===== config.mk =====
export PLATFORM = sky130hd
export DESIGN_NAME = ps2_rx_fifo
export DESIGN_NICKNAME = d
export VERILOG_FILES = /design/src/rtl/ps2_rx_fifo.sv
export SDC_FILE = /design/constraint.sdc
export NUM_CORES = 1
export LEC_CHECK = 0
export BUFFER_PORTS_ARGS = -buffer_cell sky130_fd_sc_hd__buf_2
export CAP_MARGIN = 20
export CELL_PAD_IN_SITES_DETAIL_PLACEMENT = 0
export CELL_PAD_IN_SITES_GLOBAL_PLACEMENT = 1
export CORE_AREA = 2 2 83 124
export DETAILED_ROUTE_END_ITERATION = 12
export DIE_AREA = 0 0 85 126
export PLACE_DENSITY_LB_ADDON = 0.1
export SYNTH_ARGS = -nofsm -noshare
export SYNTH_HDL_FRONTEND = slang
export SYNTH_SLANG_ARGS = --single-unit

===== constraint.sdc =====
create_clock -name clk -period 2.5 [get_ports clk]
set_input_delay 0.5 -clock clk [delete_from_list [all_inputs] [get_ports clk]]
set_output_delay 0.5 -clock clk [all_outputs]
set_load 0.03 [all_outputs]

===== src/rtl/ps2_rx_fifo.sv =====
// ps2_rx_fifo: PS/2 device-to-host receiver.
// Raw pins are synchronised, the clock line is glitch filtered, and frames
// (start, 8 data LSB first, odd parity, stop) are decoded into a
// first-word-fall-through receive FIFO. Full-FIFO policy is selectable.
// Parity, framing and overflow problems are reported by sticky flags.
// Optional idle-frame watchdog: define PS2_RX_TIMEOUT_EN.
module ps2_rx_fifo #(
  parameter int DEPTH_LOG2     = 3,
  parameter int FILTER_LEN     = 4,
  parameter int OVERWRITE      = 0,
  parameter int TIMEOUT_CYCLES = 50000
) (
  input  logic                clk,
  input  logic                clr,
  input  logic                ps2_clk,
  input  logic                ps2_data,
  input  logic                rd_en,
  output logic [7:0]          data,
  output logic                ready,
  output logic [DEPTH_LOG2:0] level,
  output logic                overflow,
  output logic                parity_err,
  output logic                frame_err,
  input  logic                err_clr,
  output logic                timeout
);

  localparam int DEPTH = 1 << DEPTH_LOG2;
  localparam logic [DEPTH_LOG2:0]   LVL_FULL = (DEPTH_LOG2 + 1)'(DEPTH);
  localparam logic [DEPTH_LOG2:0]   LVL_ONE  = (DEPTH_LOG2 + 1)'(1);
  localparam logic [DEPTH_LOG2-1:0] PTR_ONE  = DEPTH_LOG2'(1);
  localparam logic [3:0]            FILT_TOP = 4'(FILTER_LEN - 1);

  // Synchronisers and filter
  logic [1:0] clk_sync_reg;
  logic [1:0] data_sync_reg;
  logic       filt_reg;
  logic [3:0] filt_cnt_reg;
  logic       strobe_reg;
  logic       data_s;

  // Frame decoder
  logic [3:0] bit_idx_reg, bit_idx_next;
  logic [8:0] shift_reg, shift_next;
  logic       push;
  logic       parity_bad;
  logic       stop_bad;
  logic       tmo_hit;

  // FIFO
  logic [7:0]            mem [DEPTH];
  logic [DEPTH_LOG2-1:0] wr_ptr_reg, wr_ptr_next;
  logic [DEPTH_LOG2-1:0] rd_ptr_reg, rd_ptr_next;
  logic [DEPTH_LOG2:0]   level_reg, level_next;
  logic                  wr_en;
  logic                  pop;
  logic                  ovf_set;

  // Sticky flags: {frame_err, parity_err, overflow}
  logic [2:0] flag_reg;
  logic [2:0] flag_set;

  assign data_s = data_sync_reg[1];

  // Two-flop synchronisers; idle-high so reset release creates no edge
  always_ff @(posedge clk or posedge clr) begin
    if (clr) begin
      clk_sync_reg  <= 2'b11;
      data_sync_reg <= 2'b11;
    end else begin
      clk_sync_reg  <= {clk_sync_reg[0], ps2_clk};
      data_sync_reg <= {data_sync_reg[0], ps2_data};
    end
  end

  // Filtered clock follows the synchronised clock only after FILTER_LEN
  // stable cycles; a 1->0 change of the filtered clock raises strobe
  always_ff @(posedge clk or posedge clr) begin
    if (clr) begin
      filt_reg     <= 1'b1;
      filt_cnt_reg <= 4'd0;
      strobe_reg   <= 1'b0;
    end else begin
      strobe_reg <= 1'b0;
      if (clk_sync_reg[1] == filt_reg) begin
        filt_cnt_reg <= 4'd0;
      end else if (filt_cnt_reg == FILT_TOP) begin
        filt_reg     <= clk_sync_reg[1];
        filt_cnt_reg <= 4'd0;
        strobe_reg   <= filt_reg;
      end else begin
        filt_cnt_reg <= filt_cnt_reg + 4'd1;
      end
    end
  end

  // Frame decode: bad start bits are ignored so noise cannot misalign
  // framing; at the stop bit the frame is accepted or flagged
  always_comb begin
    bit_idx_next = bit_idx_reg;
    shift_next   = shift_reg;
    push         = 1'b0;
    parity_bad   = 1'b0;
    stop_bad     = 1'b0;
    if (strobe_reg) begin
      if (bit_idx_reg == 4'd0) begin
        if (!data_s) begin
          bit_idx_next = 4'd1;
        end
      end else if (bit_idx_reg == 4'd10) begin
        bit_idx_next = 4'd0;
        if (!data_s) begin
          stop_bad = 1'b1;
        end else if (^shift_reg) begin
          push = 1'b1;
        end else begin
          parity_bad = 1'b1;
        end
      end else begin
        shift_next   = {data_s, shift_reg[8:1]};
        bit_idx_next = bit_idx_reg + 4'd1;
      end
    end
    if (tmo_hit) begin
      bit_idx_next = 4'd0;
    end
  end

  // Frame decoder state
  always_ff @(posedge clk or posedge clr) begin
    if (clr) begin
      bit_idx_reg <= 4'd0;
      shift_reg   <= 9'd0;
    end else begin
      bit_idx_reg <= bit_idx_next;
      shift_reg   <= shift_next;
    end
  end

`ifdef PS2_RX_TIMEOUT_EN
  localparam int TMO_W = $clog2(TIMEOUT_CYCLES + 1);
  localparam logic [TMO_W-1:0] TMO_TOP = TMO_W'(TIMEOUT_CYCLES - 1);
  localparam logic [TMO_W-1:0] TMO_ONE = TMO_W'(1);

  logic [TMO_W-1:0] tmo_cnt_reg;
  logic             tmo_pulse_reg;

  // Abort on the TIMEOUT_CYCLES-th idle cycle inside a frame
  assign tmo_hit = (bit_idx_reg != 4'd0) && !strobe_reg && (tmo_cnt_reg == TMO_TOP);
  assign timeout = tmo_pulse_reg;

  // Idle-frame watchdog: restarts on every strobe, idle outside a frame
  always_ff @(posedge clk or posedge clr) begin
    if (clr) begin
      tmo_cnt_reg   <= '0;
      tmo_pulse_reg <= 1'b0;
    end else begin
      tmo_pulse_reg <= tmo_hit;
      if (strobe_reg || (bit_idx_reg == 4'd0) || tmo_hit) begin
        tmo_cnt_reg <= '0;
      end else begin
        tmo_cnt_reg <= tmo_cnt_reg + TMO_ONE;
      end
    end
  end
`else
  // Watchdog not built: a stalled frame simply waits for more clocks
  assign tmo_hit = 1'b0;
  assign timeout = (TIMEOUT_CYCLES > 0) ? 1'b0 : 1'b0;
`endif

  // FIFO control: simultaneous push and pop keeps the level, even when full
  always_comb begin
    pop         = rd_en && (level_reg != '0);
    wr_en       = 1'b0;
    ovf_set     = 1'b0;
    wr_ptr_next = wr_ptr_reg;
    rd_ptr_next = rd_ptr_reg;
    level_next  = level_reg;
    if (push) begin
      if (pop) begin
        wr_en       = 1'b1;
        wr_ptr_next = wr_ptr_reg + PTR_ONE;
        rd_ptr_next = rd_ptr_reg + PTR_ONE;
      end else if (level_reg != LVL_FULL) begin
        wr_en       = 1'b1;
        wr_ptr_next = wr_ptr_reg + PTR_ONE;
        level_next  = level_reg + LVL_ONE;
      end else if (OVERWRITE != 0) begin
        wr_en       = 1'b1;
        wr_ptr_next = wr_ptr_reg + PTR_ONE;
        rd_ptr_next = rd_ptr_reg + PTR_ONE;
        ovf_set     = 1'b1;
      end else begin
        ovf_set = 1'b1;
      end
    end else if (pop) begin
      rd_ptr_next = rd_ptr_reg + PTR_ONE;
      level_next  = level_reg - LVL_ONE;
    end
  end

  // FIFO pointers and fill level
  always_ff @(posedge clk or posedge clr) begin
    if (clr) begin
      wr_ptr_reg <= '0;
      rd_ptr_reg <= '0;
      level_reg  <= '0;
    end else begin
      wr_ptr_reg <= wr_ptr_next;
      rd_ptr_reg <= rd_ptr_next;
      level_reg  <= level_next;
    end
  end

  // FIFO storage; contents are invalidated by the pointer reset alone
  always_ff @(posedge clk) begin
    if (wr_en) begin
      mem[wr_ptr_reg] <= shift_reg[7:0];
    end
  end

  assign flag_set = {stop_bad | tmo_hit, parity_bad, ovf_set};

  // Sticky error flags; a set event beats err_clr in the same cycle
  always_ff @(posedge clk or posedge clr) begin
    if (clr) begin
      flag_reg <= 3'b000;
    end else begin
      flag_reg <= flag_set | (flag_reg & ~{3{err_clr}});
    end
  end

  assign ready      = (level_reg != '0);
  assign data       = ready ? mem[rd_ptr_reg] : 8'h00;
  assign level      = level_reg;
  assign overflow   = flag_reg[0];
  assign parity_err = flag_reg[1];
  assign frame_err  = flag_reg[2];

endmodule


=== After elaboration in Yosys (flattened, before gate mapping) ===
Memory sizes are Yosys's and may differ from the RTL's.
Cells that the tools add are included.

* Bits in registers: 36
* Bits in writable memories: 64
* Logic and storage cells: 77
* Output and inout port bits: 17
* Input port bits: 6
* Memories: 1

{| class="wikitable"
|+ Memories
! name !! words !! bits a word !! read ports !! clocked after memory_dff !! wr ports !! RTL line !! text
|-
| mem || 8 || 8 || 1 || 0 || 1 || 51 || <nowiki>logic [7:0] mem [DEPTH];</nowiki>
|}

* Eq/ne operators: 6
* Reductions and logical operators: 11
* Muxes and demuxes: 36
* Add/subtract/negate cells: 6
* Bitwise gates (word level): 6

{| class="wikitable"
|+ Operators with widths
! operator !! count
|-
| $mux W4 || 9
|-
| $mux W1 || 24
|-
| $add A4 B1 Y4 const B || 3
|-
| $reduce_xor A9 Y1 || 1
|-
| $mux W8 || 1
|-
| $add A3 B1 Y3 const B || 2
|-
| $mux W3 || 2
|-
| $reduce_and A2 Y1 || 3
|-
| $reduce_and A3 Y1 || 2
|-
| $eq A4 B2 Y1 const B || 1
|-
| $eq A4 B4 Y1 const B || 1
|-
| $logic_not A4 Y1 || 1
|-
| $ne A2 B2 Y1 const B || 2
|-
| $ne A4 B4 Y1 const B || 1
|-
| $reduce_bool A2 Y1 || 2
|-
| $reduce_bool A4 Y1 || 1
|-
| $sub A4 B1 Y4 const B || 1
|-
| $and A3 B3 Y3 || 1
|-
| $not A1 Y1 || 3
|-
| $not A3 Y3 || 1
|-
| $or A3 B3 Y3 || 1
|-
| $eq A1 B1 Y1 || 1
|-
| $logic_and A1 B1 Y1 || 1
|}

=== Depth between registers and ports, before layout ===
Gate-level depths: netlist of the first run.

* Depth after elaboration: 9
* Mapped depth: 12
* Gate-level depth less buffers: 12

=== Worst setup path before layout of the first run ===
OpenSTA, ideal clock, no wires.

* Kind: flip-flop to flip-flop
* Start point: register shift_reg[3]
* End point: register level_reg[3], in the netlist level[3]
* Arrival time: 2,647 ps
* Required time: 2,372 ps
* Path buffers: 0
* Clock period less this slack: 2,775 ps
* Stages on the path, launching flop included: 11
* Setup time: 128 ps
* Slack: -275 ps
* Cell sequence: dfrtp_1 xor2_1 xnor3_2 mux2i_4 inv_2 ha_1 a21o_1 a21oi_1 nor2_1 mux2i_1 mux2_1

* Cells in the longest elaborated chain, start to end: 8
* Elaborated cells on any way between the ends: 10
* Those cells by class: eq/ne (1); mux (6); reduce/logical (3)

{| class="wikitable"
|+ RTL lines
! element !! RTL line !! text
|-
| start: declaration || 44 || <nowiki>logic [8:0] shift_reg, shift_next;</nowiki>
|-
| start signal: assignment || 136 || <nowiki>shift_reg <= shift_next;</nowiki>
|-
| $reduce_xor A9 Y1 * || 114 || <nowiki>end else if (^shift_reg) begin</nowiki>
|-
| $mux W1 * || 114 ||
|-
| $mux W1 * || 112 || <nowiki>if (!data_s) begin</nowiki>
|-
| $mux W1 * || 110 || <nowiki>end else if (bit_idx_reg == 4'd10) begin</nowiki>
|-
| $mux W1 * || 106 || <nowiki>if (bit_idx_reg == 4'd0) begin</nowiki>
|-
| $mux W1 * || 105 || <nowiki>if (strobe_reg) begin</nowiki>
|-
| $ne A2 B2 Y1 (no source line) / $reduce_bool A2 Y1 (equally long branches) || - ||
|-
| $reduce_and A3 Y1 (no source line) || - ||
|-
| end signal: assignment || 212 || <nowiki>level_reg <= level_next;</nowiki>
|-
| end: declaration || 54 || <nowiki>logic [DEPTH_LOG2:0] level_reg, level_next;</nowiki>
|}

Every way passes the cells marked *; elsewhere a longest branch is shown, timed or not.
A chain may end at the register's enable or synchronous reset.

=== Final worst setup path of the first run ===
* Start point: register shift_reg[5]
* End point: register level_reg[3], in the netlist level[3]

The elaborated chain is that of the path after synthesis.

==> results of run 1 <==
[kinds of logic (layout without fill, tap and decap cells)]
group / Yosys count / count (layout) / share of synthesized area [%]
flip-flops: 100 / 100 / 65.6
AND/OR/NAND/NOR: 63 / 63 / 7.25
multiplexers: 43 / 43 / 15.3
buffers and inverters: 21 / 83 / 1.94
AO/OA/AOI/OAI: 20 / 20 / 3.04
XOR/XNOR: 15 / 15 / 4.06
adder cells (fa/ha/maj): 9 / 9 / 2.78
other: 1 / 1 / 0.0869
[per-layer routing]
metal / global-route usage [%] / vias to the layer above / wire length (µm)
met1: 19.5 / 1160 / 3250
li1: - / 1131 / -
met3: 3.74 / 13 / 252
met4: 6.72 / 0 / 175
met5: 0 / - / 0
met2: 27.7 / 38 / 4000
[worst max-delay path, delay by kind of cell (launching register included)]
kind | cells | cell delay [ns]
buf+inv | 1 | 0.10
mux | 3 | 0.70
flops | 1 | 0.42
simple gates | 1 | 0.05
compound gates | 2 | 0.29
xor+xnor | 2 | 0.63
fa+ha+maj | 1 | 0.20
[power groups by stage]
| stage | clock network [mW] | logic (mW) | registers [mW] |
|---|---|---|---|
| after floorplan | 0 | 0.131 | 1.85 |
| after global placement | 0 | 0.192 | 1.85 |
| after detailed placement | 0 | 0.194 | 1.85 |
| after CTS | 1.42 | 0.195 | 1.82 |
| after global routing | 1.49 | 0.220 | 1.82 |
| final | 1.38 | 0.189 | 1.82 |
[timing repair]
item	4_1_cts	5_1_grt
hold buffers	0	0
endpoints found under the setup margin	1	7
buffers inserted	1	0
pin swaps	3	3
resized for setup	0	2
[cells in the final DEF (no fill, tap or decap), types with 5 or more instances in the layout]
cell	netlist	layout
ha_1	8	7
buf_4	1	33
nand2b_1	5	5
mux2i_1	13	13
dfrtp_1	31	29
nand3_1	7	7
nor2_1	20	20
dfstp_2	5	5
mux2_2	12	12
nand2_1	13	13
buf_2	1	21
o21ai_0	6	6
inv_1	11	11
edfxtp_1	64	64
clkbuf_16	0	9
xnor2_1	9	8
mux4_2	16	16
[through the flow]
step           hold WS [ns]  worst slack [ns]  cells  TNS (ns)
4_1_cts               0.231           -0.0254    449   -0.0254
2_1_floorplan         0.345            -0.162    272    -0.162
3_5_place_dp          0.348           -0.0536    432   -0.0536
5_1_grt               0.231            -0.187    449    -0.256
6_report              0.248           0.00882    449         0
3_3_place_gp          0.347          -0.00868    432  -0.00868
[layout make-up]
type                    instances  area [µm²]
multi-input cells             151        1440
clock inverters                 7        75.1
fillers                       817        4500
repair buffers                 55         373
flip-flops and latches        100        2830
inverters                      12        45.0
clock buffers                   9         225
well taps                     115         144
[final timing paths]
kind | end | slack, ns | cells past startpoint
max | level[3] | 0.009 | 10
min | data_sync_reg[0] | 0.25 | 1
max reg2reg | level[3] | 0.009 | 10
min reg2reg | data_sync_reg[1] | 0.36 | 0
max in group asynchronous | filt_reg | 1.90 | 3
min in group asynchronous | shift_reg[8] | 0.26 | 3
==> impl_metrics.yaml, run 1 <==
timing:
  finalHoldViolations: 0
  period_minus_slack_ns: 2.49
  rsz0062_at_grt: "true"
  clock.fmax_mhz: 401
  worstMarginPinSlew_ns: 0.562
  skew_ns: 0.00532
  period_share_pct: 99.6
  timing_max_transition_violations_final: 0
  relSlewSlack_pct: 62.5
  final-setup-viol-count: 0
drt:
  avgRoutedWirePerCell_um: 17.1
  firstDrtPassIters: 4
  finalWirelength_um: 7680
  routed-via-count: 2342
  via_per_inst: 5.22
  dr.first_iter.drc_count: 160
  drc: 0
  postRouteAntennaNets: 0
power:
  finalPower_mw: 3.38
  leakage_nw: 2.00
  p_clk_share_pct: 40.7
  power_frac_seq_pct: 53.7
  peakVddDrop_uv: 438
  p_sw_mw: 0.725
  internal_power_mw: 2.66
  switching_share_pct: 21.4
  p_per_area_nw_per_um2: 659
  pwr-share-comb_pct: 5.6
place:
  dpl.hpwl_um: 5280
  portBuffers: 21
  place_area_um2: 4810
  gp_congestion: 0.728
finish:
  largest_reg_flops: 64
  layout-drive-gt1-share_pct: 34.7
  fin_area_um2: 5130
  nets: 344
  antenna_cells: 0
  area_delta_synth_final_pct: 18.9
  fin_util_pct: 53.3
setup_path:
  critPathKind: "reg2reg"
  required_ns: 2.73
  worst_path_max_delay_cell: "xnor3_2"
  worstSetupStartpoint: "shift_reg[5]"
  crit_path_end_kind: "flip-flop"
  critPathLaunchType: "flip-flop"
  r2r-start: "shift_reg[5]"
  path_max_fanout: 4
  worstPathCellList: "xnor2_2 > xnor3_2 > mux2i_4 > inv_2 > ha_4 > a21o_1 > a21oi_2 > nor2_1 > mux2i_1 > mux2_1"
  max_stage_delay_ns: 0.48
  worstPathArrival_ns: 2.72
clock_tree:
  clkSinkCount: 100
  cts_buffer_depth: 2
  path_clk_slew_ns: 0.07
  cts_root_buf: "clkbuf_16"
  cts_buffers: 9
  cts_tree: "done"
  insertion_delay_ns: 0.34
  htree_levels: 3
floorplan:
  fp.dieH_um: 126
  initial_core_util_pct: 44.8
  die_x_um: 85
  core_um2: 9630
  dieArea_um2: 10700
  rows: 44
  io_pins: 23
hold_path:
  hp-class: "in2reg"
  min_from: "ps2_data"
logic_synthesis:
  syn-mean-instance-area_um2: 15.9
  synth.distinct_cells: 48
  synth_top_cell_by_area: "edfxtp_1"
  ys_seq_area_share_pct: 65.6
  syn_nets: 287
  ys_ff_latch: 100
  synthesis.instances: 272
  netlist_top_cells_area: "edfxtp_1 (45%), dfrtp_1 (18%), mux4_2 (8.4%), mux2_2 (3.1%), dfstp_2 (3.0%)"
  netlist_area_um2: 4320
  synth_most_common_cell: "edfxtp_1"
  async_reset_ff_share_pct: 36.0
  synth.top_cell.area_share_pct: 44.5
  synth_warnings: 0
  ys.flop_type: "edfxtp_1"
  yosys-top-cells-count: "edfxtp_1 (64), dfrtp_1 (31), nor2_1 (20)"
  synth_edf_count: 64
grt:
  grt_pass1_wl_um: 12900
  grt_overflow_total: 0
  grtUsageTotal_pct: 16.2
  grt_max_degree: 37
  grt_pass1_vias: 2519
  antenna_found_initial: 0
job:
  cap_violations: 0
run_status:
  status: "complete, no violations"
Power figures use the tool's default switching activity.
==> run 2, diff against run 1 <==
- BUFFER_PORTS_ARGS: -buffer_cell sky130_fd_sc_hd__buf_2 -> -buffer_cell sky130_fd_sc_hd__buf_4
- CTS_CLUSTER_DIAMETER: default -> 200
==> impl_metrics.yaml, run 2 (synthesis gave the netlist of run 1 again) <==
run_status:
  status: "complete, no violations"
finish:
  fin_area_um2: 5150
  final_common_cell: "edfxtp_1"
  fillers: 791
  largest_reg_flops: 64
  fin_cells: 449
  layout-drive-gt1-share_pct: 34.1
  fin_util_pct: 53.5
  antenna_cells: 0
  final_cell_mix: "edfxtp_1 (64), buf_4 (54), dfrtp_1 (29)"
  nets: 344
  area_delta_synth_final_pct: 19.4
hold_path:
  hp-class: "in2reg"
setup_path:
  critPathKind: "reg2reg"
  path_buf_inv: 1
  crit_family: "multiplexers"
  critPathLaunchType: "flip-flop"
  worst_path_max_delay_cell: "xnor3_2"
  worstPathArrival_ns: 2.70
  max_stage_delay_ns: 0.48
  crit_path_end_kind: "flip-flop"
  required_ns: 2.72
  path_max_fanout: 3
  worstPathCellList: "xnor2_2 > xnor3_2 > mux2i_4 > inv_2 > ha_4 > a21o_1 > a21oi_2 > nor2_1 > mux2i_1 > mux2_1"
floorplan:
  fp.dieH_um: 126
  core_um2: 9630
  initial_core_util_pct: 44.8
  dieArea_um2: 10700
  rows: 44
  io_pins: 23
  die_x_um: 85
clock_tree:
  postCtsHoldBufs: 0
  clkSinkCount: 100
  cts_tree: "done"
  htree_levels: 3
  cts_buffer_depth: 2
  cts_root_buf: "clkbuf_16"
  insertion_delay_ns: 0.33
  cts_buffers: 9
  path_clk_slew_ns: 0.06
grt:
  grt_overflow_total: 0
  antenna_found_initial: 0
  grt_pass1_wl_um: 12700
  grt_max_degree: 37
  grt_pass1_vias: 2401
  grtUsageTotal_pct: 15.9
drt:
  postRouteAntennaNets: 0
  firstDrtPassIters: 4
  routed-via-count: 2356
  drc: 0
  dr.first_iter.drc_count: 88
  finalWirelength_um: 7720
  via_per_inst: 5.25
  avgRoutedWirePerCell_um: 17.2
place:
  dp_slack_ns: -0.0432
  portBuffers: 21
  place_area_um2: 4860
  dpl.hpwl_um: 5140
  placed_cells: 431
  gp_congestion: 0.759
timing:
  period_minus_slack_ns: 2.49
  rsz0062_at_grt: "true"
  timing_max_transition_violations_final: 0
  tns_ns: 0
  worstMarginPinSlew_ns: 0.591
  timing.final.ws_setup_ns: 0.0133
  clock.fmax_mhz: 402
  relSlewSlack_pct: 60.6
  final-setup-viol-count: 0
  hold-worst-slack_ns: 0.274
  period_share_pct: 99.5
  finalHoldViolations: 0
  skew_ns: 0.00709
power:
  peakVddDrop_uv: 376
  leakage_nw: 2.00
  finalPower_mw: 3.24
  p_per_area_nw_per_um2: 629
job:
  cap_violations: 0
run 2: what timing repair did:
action	in CTS	in global routing
resized for setup	1	2
setup buffers	1	1
pin swaps	4	3
endpoints found under the setup margin	1	1
gates cloned	0	0
hold endpoints to repair	0	0
run 2: path summary, 6_finish.rpt:
check | cells after the start | to | start | slack [ns]
max | 10 | level[3] | shift_reg[5] | 0.01
min | 1 | data_sync_reg[0] | ps2_data | 0.27
max reg2reg | 10 | level[3] | shift_reg[5] | 0.01
min reg2reg | 0 | data_sync_reg[1] | data_sync_reg[0] | 0.36
max in group asynchronous | 3 | clk_sync_reg[0] | clr | 1.86
min in group asynchronous | 3 | flag_reg[0] | clr | 0.28
run 2: power breakdown:
group          switching (mW)  internal [mW]  total [mW]
Clock                   0.560          0.676        1.24
Sequential             0.0245           1.79        1.81
Combinational          0.0990         0.0905       0.190
run 2: routing by layer:
layer / vias to the layer above / routed length (µm) / global-route usage, %
met4: 0 / 155 / 6.26
met2: 39 / 4060 / 26.8
met1: 1175 / 3290 / 19.7
met3: 14 / 213 / 3.54
met5: - / 0 / 0
li1: 1128 / - / -
run 2: area by class of cell:
type	count	area [µm²]	share of cell area (%)
sequential	100	2830	54.9
multi-input combinational	151	1450	28.0
timing repair buffer	55	425	8.25
clock buffer	12	236	4.59
tap	115	144	2.79
inverter	12	45.0	0.874
clock inverter	4	26.3	0.510
run 2: worst reg2reg max path: stages, from the launching register on:
cell and delay, ns:
dfrtp_2 0.42, xnor2_2 0.16, xnor3_2 0.48, mux2i_4 0.21
inv_2 0.09, ha_4 0.19, a21o_1 0.16, a21oi_2 0.13
nor2_1 0.05, mux2i_1 0.16, mux2_1 0.33
==> run 3, diff against run 2 <==
- CTS_BUF_LIST: default -> sky130_fd_sc_hd__clkbuf_16
==> impl_metrics.yaml, run 3 (synthesis gave the netlist of run 1 again) <==
run_status:
  status: "complete, no violations"
clock_tree:
  cts_buffers: 9
  insertion_delay_ns: 0.33
  htree_levels: 3
  path_clk_slew_ns: 0.06
  postCtsHoldBufs: 0
  clkSinkCount: 100
  cts_root_buf: "clkbuf_16"
  cts_tree: "done"
  cts_buffer_depth: 2
drt:
  avgRoutedWirePerCell_um: 17.2
  firstDrtPassIters: 4
  postRouteAntennaNets: 0
  routed-via-count: 2358
  drc: 0
  dr.first_iter.drc_count: 82
  via_per_inst: 5.25
  finalWirelength_um: 7720
power:
  finalPower_mw: 3.23
  peakVddDrop_uv: 376
  leakage_nw: 2.01
  p_per_area_nw_per_um2: 627
timing:
  worstMarginPinSlew_ns: 0.597
  relSlewSlack_pct: 60.2
  finalHoldViolations: 0
  final-setup-viol-count: 0
  timing_max_transition_violations_final: 0
  period_share_pct: 99.5
  clock.fmax_mhz: 402
  tns_ns: 0
  hold-worst-slack_ns: 0.274
  rsz0062_at_grt: "true"
  period_minus_slack_ns: 2.49
  skew_ns: 0.00731
grt:
  grtUsageTotal_pct: 15.9
  grt_pass1_wl_um: 12700
  grt_pass1_vias: 2401
  grt_max_degree: 37
  antenna_found_initial: 0
  grt_overflow_total: 0
place:
  place_area_um2: 4860
  gp_congestion: 0.759
  dpl.hpwl_um: 5140
  portBuffers: 21
finish:
  layout-drive-gt1-share_pct: 34.1
  nets: 344
  fin_area_um2: 5150
  fillers: 791
  largest_reg_flops: 64
  final_common_cell: "edfxtp_1"
  antenna_cells: 0
  area_delta_synth_final_pct: 19.4
  fin_util_pct: 53.5
  final_cell_mix: "edfxtp_1 (64), buf_4 (54), dfrtp_1 (29)"
setup_path:
  r2r_setup_slack_ns: 0.01
  max_stage_delay_ns: 0.48
  critPathLaunchType: "flip-flop"
  reg2reg_depth: 10
  worstPathCellList: "xnor2_2 > xnor3_2 > mux2i_4 > inv_2 > ha_4 > a21o_1 > a21oi_2 > nor2_1 > mux2i_1 > mux2_1"
  r2r-start: "shift_reg[5]"
  worstPathArrival_ns: 2.70
  worst_path_max_delay_cell: "xnor3_2"
  path_max_fanout: 3
  crit_path_end_kind: "flip-flop"
  critPathCapture: "level[3]"
  r2r_end: "level[3]"
  worstSetupStartpoint: "shift_reg[5]"
  required_ns: 2.72
  critPathKind: "reg2reg"
floorplan:
  die_x_um: 85
  io_pins: 23
  core_um2: 9630
  rows: 44
  dieArea_um2: 10700
  initial_core_util_pct: 44.8
  fp.dieH_um: 126
job:
  cap_violations: 0
hold_path:
  hp-class: "in2reg"
-- run 3: changes by cell type in the layout (fill, tap and decap cells not counted) --
cell      before  now
clkbuf_1       3    0
inv_1         11   14
-- run 3: per-stage QoR --
step	setup slack, ns	std cells
final	0.0131	449
after global routing	-0.130	449
after global placement	0.0184	431
after CTS	-0.0453	448
after detailed placement	-0.0432	431
after floorplan	-0.162	272
-- run 3: layout make-up --
type | count | area [µm²] | share of cell area [%]
clock buffer | 9 | 225 | 4.37
clock inverter | 7 | 37.5 | 0.728
inverter | 12 | 45.0 | 0.874
multi-input combinational | 151 | 1450 | 28.0
sequential | 100 | 2830 | 54.9
tap | 115 | 144 | 2.79
timing repair buffer | 55 | 425 | 8.25
-- run 3: per-layer routing --
layer	vias to the layer above	track usage [%]	part of all wire, %
li1	1128	-	-
met1	1177	19.7	43
met2	39	26.8	52
met3	14	3.54	2.7
met4	0	6.26	2.0
met5	-	0	0
-- run 3: how the worst min path moves through the flow --
stage                startpoint                to  slack (ns)  cells after the start
5_1_grt                 ps2_clk   clk_sync_reg[0]        0.26                      1
2_1_floorplan   clk_sync_reg[0]   clk_sync_reg[1]        0.35                      0
3_5_place_dp   data_sync_reg[0]  data_sync_reg[1]        0.35                      0
3_3_place_gp   data_sync_reg[0]  data_sync_reg[1]        0.35                      0
6_report               ps2_data  data_sync_reg[0]        0.27                      1
4_1_cts                ps2_data  data_sync_reg[0]        0.26                      1
-- run 3: power by group --
group          switching, mW  leakage (nW)  internal [mW]
clock                  0.561         0.139          0.664
combinational         0.0992         0.802         0.0906
sequential            0.0245          1.07           1.79
total                  0.684          2.01           2.54
-- run 3: timing repair --
action                     in CTS  in global routing
buffers inserted                1                  1
gates cloned                    0                  0
pin swaps                       4                  3
gates resized for setup         1                  2
setup endpoints to repair       1                  1
-- run 3: worst max-delay path: cells and delay by family (launching register included) --
family                     cells  cell delay (ns)
muxes                          3             0.70
xor gates and xnor gates       2             0.64
DFF                            1             0.42
AOI/OAI and AO/OA              2             0.29
adders and majority gates      1             0.19
buffers and inverters          1             0.09
and+or+nand+nor                1             0.05
